File: src/rtl/stress_trend.sv
// stress_trend: per-channel quantised falling-trend detector.
// Each channel keeps the top KEEP_BITS bits of its sample, counts consecutive
// drops (saturating at HOLD), and raises a falling flag once HOLD drops have
// been seen. The flags are combined in any-channel or all-channel mode into a
// registered calming indicator plus a one-cycle rising-edge pulse.
module stress_trend #(
  parameter int WIDTH     = 8,
  parameter int CHANNELS  = 2,
  parameter int KEEP_BITS = 3,
  parameter int HOLD      = 1
) (
  input  logic                      clk,
  input  logic                      r,
  input  logic                      sample_en,
  input  logic [CHANNELS*WIDTH-1:0] sample,
  input  logic                      mode_all,
  output logic [CHANNELS-1:0]       falling,
  output logic                      stress_low,
  output logic                      stress_low_pulse
);

  // Counter just wide enough to hold the value HOLD (at least one bit).
  localparam int CW = ($clog2(HOLD + 1) < 1) ? 1 : $clog2(HOLD + 1);
  localparam logic [CW-1:0] HOLD_C = CW'(HOLD);

  logic [CHANNELS-1:0][WIDTH-1:0]     chan_s;
  logic [CHANNELS-1:0][KEEP_BITS-1:0] q_s;

  logic [CHANNELS-1:0][KEEP_BITS-1:0] prev_q, prev_d;
  logic [CHANNELS-1:0]                have_prev_q, have_prev_d;
  logic [CHANNELS-1:0][CW-1:0]        cnt_q, cnt_d;
  logic [CHANNELS-1:0]                falling_q, falling_d;

  logic comb_s;
  logic stress_low_q, stress_low_d;
  logic pulse_q, pulse_d;

  // Per-channel quantisation and next-state for history, drop count and flag.
  always_comb begin
    for (int i = 0; i < CHANNELS; i++) begin
      chan_s[i]      = sample[i*WIDTH +: WIDTH];
      // Shifting the whole raw sample keeps only its KEEP_BITS MSBs.
      q_s[i]         = KEEP_BITS'(chan_s[i] >> (WIDTH - KEEP_BITS));
      prev_d[i]      = prev_q[i];
      have_prev_d[i] = have_prev_q[i];
      cnt_d[i]       = cnt_q[i];
      falling_d[i]   = falling_q[i];
      if (sample_en) begin
        if (!have_prev_q[i]) begin
          // First sample after reset only seeds the history.
          prev_d[i]      = q_s[i];
          have_prev_d[i] = 1'b1;
        end else begin
          if (q_s[i] < prev_q[i]) begin
            if (cnt_q[i] == HOLD_C) begin
              cnt_d[i] = HOLD_C;
            end else begin
              cnt_d[i] = cnt_q[i] + CW'(1);
            end
          end else if (q_s[i] > prev_q[i]) begin
            cnt_d[i] = {CW{1'b0}};
          end else begin
            cnt_d[i] = cnt_q[i];
          end
          prev_d[i]    = q_s[i];
          // Flag follows the freshly updated count on the same edge.
          falling_d[i] = (cnt_d[i] == HOLD_C);
        end
      end else begin
        prev_d[i]      = prev_q[i];
        have_prev_d[i] = have_prev_q[i];
        cnt_d[i]       = cnt_q[i];
        falling_d[i]   = falling_q[i];
      end
    end
  end

  // Combine registered channel flags and derive the rising-edge pulse.
  always_comb begin
    comb_s = 1'b0;
    if (mode_all) begin
      comb_s = &falling_q;
    end else begin
      comb_s = |falling_q;
    end
    stress_low_d = comb_s;
    pulse_d      = comb_s & ~stress_low_q;
  end

  // Channel history, counters and flags; cleared asynchronously by r.
  always_ff @(posedge clk or negedge r) begin
    if (!r) begin
      prev_q      <= '{default: {KEEP_BITS{1'b0}}};
      have_prev_q <= {CHANNELS{1'b0}};
      cnt_q       <= '{default: {CW{1'b0}}};
      falling_q   <= {CHANNELS{1'b0}};
    end else begin
      prev_q      <= prev_d;
      have_prev_q <= have_prev_d;
      cnt_q       <= cnt_d;
      falling_q   <= falling_d;
    end
  end

  // Combined indicator and its one-cycle pulse; cleared asynchronously by r.
  always_ff @(posedge clk or negedge r) begin
    if (!r) begin
      stress_low_q <= 1'b0;
      pulse_q      <= 1'b0;
    end else begin
      stress_low_q <= stress_low_d;
      pulse_q      <= pulse_d;
    end
  end

  assign falling          = falling_q;
  assign stress_low       = stress_low_q;
  assign stress_low_pulse = pulse_q;

endmodule

File: config.mk
export PLATFORM = sky130hd
export DESIGN_NAME = stress_trend
export DESIGN_NICKNAME = d
export VERILOG_FILES = /design/src/rtl/stress_trend.sv
export SDC_FILE = /design/constraint.sdc
export NUM_CORES = 1
export LEC_CHECK = 0
export CAP_MARGIN = 25
export CORE_UTILIZATION = 41
export CTS_BUF_LIST = sky130_fd_sc_hd__clkbuf_4 sky130_fd_sc_hd__clkbuf_8
export DETAILED_ROUTE_END_ITERATION = 8
export PLACE_DENSITY = 0.79
export SLEW_MARGIN = 20
export SYNTH_ARGS = -nofsm -noshare
export SYNTH_HDL_FRONTEND = slang
export SYNTH_SLANG_ARGS = --single-unit
File: constraint.sdc
create_clock -name clk -period 1.35 [get_ports clk]
set_input_delay 0.27 -clock clk [delete_from_list [all_inputs] [get_ports clk]]
set_output_delay 0.27 -clock clk [all_outputs]
set_load 0.05 [all_outputs]
## Yosys cells after proc, flatten, opt, wreduce, memory -nomap -nowiden

Index checks and enable logic that the tools add are counted.

| storage, ports and cells | value |
|---|---|
| bits in latches | 0 |
| memories | 0 |
| bits in registers | 11 |
| RAM bits | 0 |
| ROM bits | 0 |

| cells by class | value |
|---|---|
| add/subtract/negate cells | 2 |
| reduce and logical (&&, ||, !) cells | 6 |
| divide/modulo/power cells | 0 |
| multipliers | 0 |
| shift operators | 0 |
| muxes and demuxes | 7 |
| bitwise operators | 2 |
| eq/ne operators | 0 |
| $lt $le $gt $ge | 4 |

Operators with widths:

| operator | number |
|---|---|
| $mux W1 | 7 |
| $gt A3 B3 Y1 | 2 |
| $lt A3 B3 Y1 | 2 |
| $reduce_and A3 Y1 | 2 |
| $reduce_bool A2 Y1 | 2 |
| $add A1 B1 Y1 const B | 2 |
| $reduce_and A2 Y1 | 1 |
| $reduce_or A2 Y1 | 1 |
| $and A1 B1 Y1 | 1 |
| $not A1 Y1 | 1 |

## Depth between registers and ports, before layout

| depth | value |
|---|---|
| depth in word-level cells | 3 |
| depth in mapped cells | 5 |
| depth with buffers taken out | 5 |

## Worst setup path before layout

No wires, ideal clock.

| timing path | value |
|---|---|
| kind | register to register |
| start | reg cnt_q[1] (netlist name) |
| end | reg pulse_q (netlist: stress_low_pulse) |
| stages on the path, launching flop included | 3 |
| clock period less this slack | 1.193 ns |
| data arrival time | 1.052 ns |
| setup slack | 0.157 ns |
| setup time | 0.140 ns |
| cells stage by stage | dfrtp_1 -> maj3_2 -> nor2b_1 |

RTL lines:

| item | RTL line | source |
|---|---|---|
| end signal, assigned | 112 | `pulse_q <= pulse_d;` |
| end, declared | 36 | `logic pulse_q, pulse_d;` |

## Final worst setup path

| timing path | value |
|---|---|
| start | in sample[13] |
| end | reg cnt_q[1] in the netlist's numbering |

| between the ends | value |
|---|---|
| cells in the longest elaborated chain, start to end | 3 |

Ends and longest elaborated chain:

| item | RTL line | source |
|---|---|---|
| start, declared | 15 | `input logic [CHANNELS*WIDTH-1:0] sample,` |
| $lt A3 B3 Y1 / $gt A3 B3 Y1 (equally long branches) | 54, 60 |  |
| $reduce_bool A2 Y1 (no line) | n/a |  |
| $reduce_and A3 Y1 (no line) | n/a |  |
| end signal, assigned | 100 | `cnt_q <= cnt_d;` |
| end, declared | 31 | `logic [CHANNELS-1:0][CW-1:0] cnt_q, cnt_d;` |

Several ways; a longest one is shown, not always the timed one.
A chain may end at the register's enable or synchronous reset.

==> results.yml <==
run_status:
  status: "complete, no violations"
timing:
  finalClockSkew_ns: 0.002436
  slew_headroom: 0.8809
  fmax_mhz: 782.4
  worst_pin_slew_ns: 0.1786
  hold_violations: 0
  rsz0062_at_grt: "no"
  setup_ws_ns: 0.07183
  finalMaxSlewViolations: 0
  setup_violations: 0
  finalCritPeriodShare: 0.9468
  period_needed_ns: 1.278
final_layout:
  syn_to_final_growth_pct: 46.62
  final_cell_mix: "11 x dfrtp_1, 8 x clkdlybuf4s50_1, 7 x inv_1"
  insertedDiodeCount: 0
  layout_commonest_cell: "dfrtp_1"
  drive_gt1_frac: 0.2571
  finalNonFillerCells: 84
  fin_nets: 97
cts:
  clock_sinks: 11
  cts-htree-levels: 1
  insertion_delay_ns: 0.26
  post_cts_buffers: 0
  root_buffer: "clkbuf_4"
  cts_buffers: 3
  cts_tree: "yes"
  clk_pin_slew_ns: 0.07
  ctsLongestPathBuffers: 2
place:
  dpl.hpwl_um: 728.1
  dpl.cell_count: 80
  io_buffers: 13
  pre_cts_slack_ns: -0.2129
  routabilityCongestion: 0.6953
floorplanning:
  fp-row-count: 12
  die-area_um2: 1458
  die_x_um: 38.18
  core_area_um2: 1156
  die_y_um: 38.18
  ios: 24
  initial_utilization: 0.4643
drt:
  drt-total-wl_um: 886
  num_vias: 393
  dr.pass1.iters: 4
  route.detailed.drc: 0
  post_drt_wl_per_cell_um: 10.55
  vias_per_cell: 4.679
  drt_iter0_markers: 12
  ant_nets: 0
global_routing:
  grt_use_total: 0.1592
  grt_pass1_wl_mm: 1.524
  antenna_found_initial: 0
  first_global_vias: 406
  grt_max_degree: 12
  overflow: 0
synth:
  netlist.area_leader.share: 0.5128
  synthDistinctLibCells: 14
  yosysSeqAreaShare: 0.5128
  yosysTopAreaCell: "dfrtp_1"
  avgSynthCellArea_um2: 10.95
  synth_top_cells_by_area: "dfrtp_1 51%, ha_1 14%, o21ai_0 5.6%"
  synth_fp_nets: 75
  yosysWarnings: 0
  syn-cell-area_um2: 536.8
  syn_inst: 49
  ys_seq_elements: 11
critical_path:
  critical_path_class: "input pin to flop"
  startpoint_type: "input pin"
  ff2ff_setup_slack_ns: 0.17
  end_kind: "flop"
  cp.arrival_ns: 1.42
  cp.required_ns: 1.49
  crit_fanout: 2
pwr:
  ir_drop_uv: 628.9
  power_density_nw_per_um2: 1243
  leakage_nw: 0.3891
min_path:
  hold_path_class: "input pin to flop"
job:
  max_cap_viol_count: 0
-- cell usage after synthesis, drive strengths merged --
library cell / number
nor2b: 3
maj3: 1
nor2: 2
dfrtp: 11
o21ai: 6
a31o: 2
or2: 1
inv: 7
nand2: 5
buf: 1
mux2: 2
ha: 6
a22o: 2
-- sequential cells by signal, indices dropped and copies added, names as in the netlist --
name and cells:
cnt_q 2, have_prev_q 1, prev_q 6, stress_low 1, stress_low_pulse 1
-- timing repair --
item                       CTS  global route
setup endpoints to repair    0             1
gates resized for setup      0             1
hold buffers                 0             0
-- final timing paths --
kind	start	depth (start not counted)	end
worst max-delay path	sample[13]	5	cnt_q[1]
worst min-delay path	sample[5]	2	prev_q[0]
worst max register to register	prev_q[5]	4	cnt_q[1]
worst min register to register	have_prev_q[0]	1	have_prev_q[0]
max in group asynchronous	r	2	prev_q[3]
min in group asynchronous	r	2	stress_low
-- logic make-up after synthesis --
logic type | count (synthesis) | synth area share
buffers and inverters | 8 | 0.06295
adder cells (fa/ha/maj) | 7 | 0.1608
multiplexers | 2 | 0.04196
AND/OR/NAND/NOR | 11 | 0.1002
flip-flops | 11 | 0.5128
AO/OA/AOI/OAI | 10 | 0.1212
-- metal layers --
layer | track usage | share of wire
met4 | 0.08036 | 0.012
met3 | 0.03488 | 0.044
met5 | 0 | 0
met1 | 0.1780 | 0.46
met2 | 0.2797 | 0.48
-- area by class of cell --
type	count	area (um^2)
Clock buffer	4	30.03
Fill cell	95	369.1
Inverter	7	26.28
Multi-Input combinational cell	30	227.7
Sequential cell	11	275.3
Tap cell	14	17.52
Timing Repair Buffer	18	210.2
-- critical path: stages --
cell and delay (ns):
clkdlybuf4s50_1 0.47, inv_1 0.04, ha_1 0.29, a31o_1 0.18, a22o_1 0.18
-- metrics by stage --
step	TNS, ns	power [mW]	hold slack, ns	instance area, um^2	util
3_5_place_dp	-0.4470	0.7562	0.4806	754.5	0.6526
3_3_place_gp	-0.4222	0.7464	0.4700	754.5	0.6526
6_report	0	0.9782	0.2851	787.0	0.6807
2_1_floorplan	0	0.5692	-0.02559	536.8	-
4_1_cts	0	0.9927	0.3044	784.5	0.6786
5_1_grt	0	1.037	0.2979	787.0	0.6807
-- where the power goes --
part	leakage [nW]	switching [mW]	internal, mW
Combinational	0.241	0.159	0.178
Clock	0.0184	0.0976	0.134
Sequential	0.130	0.0380	0.371
Total	0.389	0.295	0.683
No activity file was read; power rests on OpenSTA's default activity.
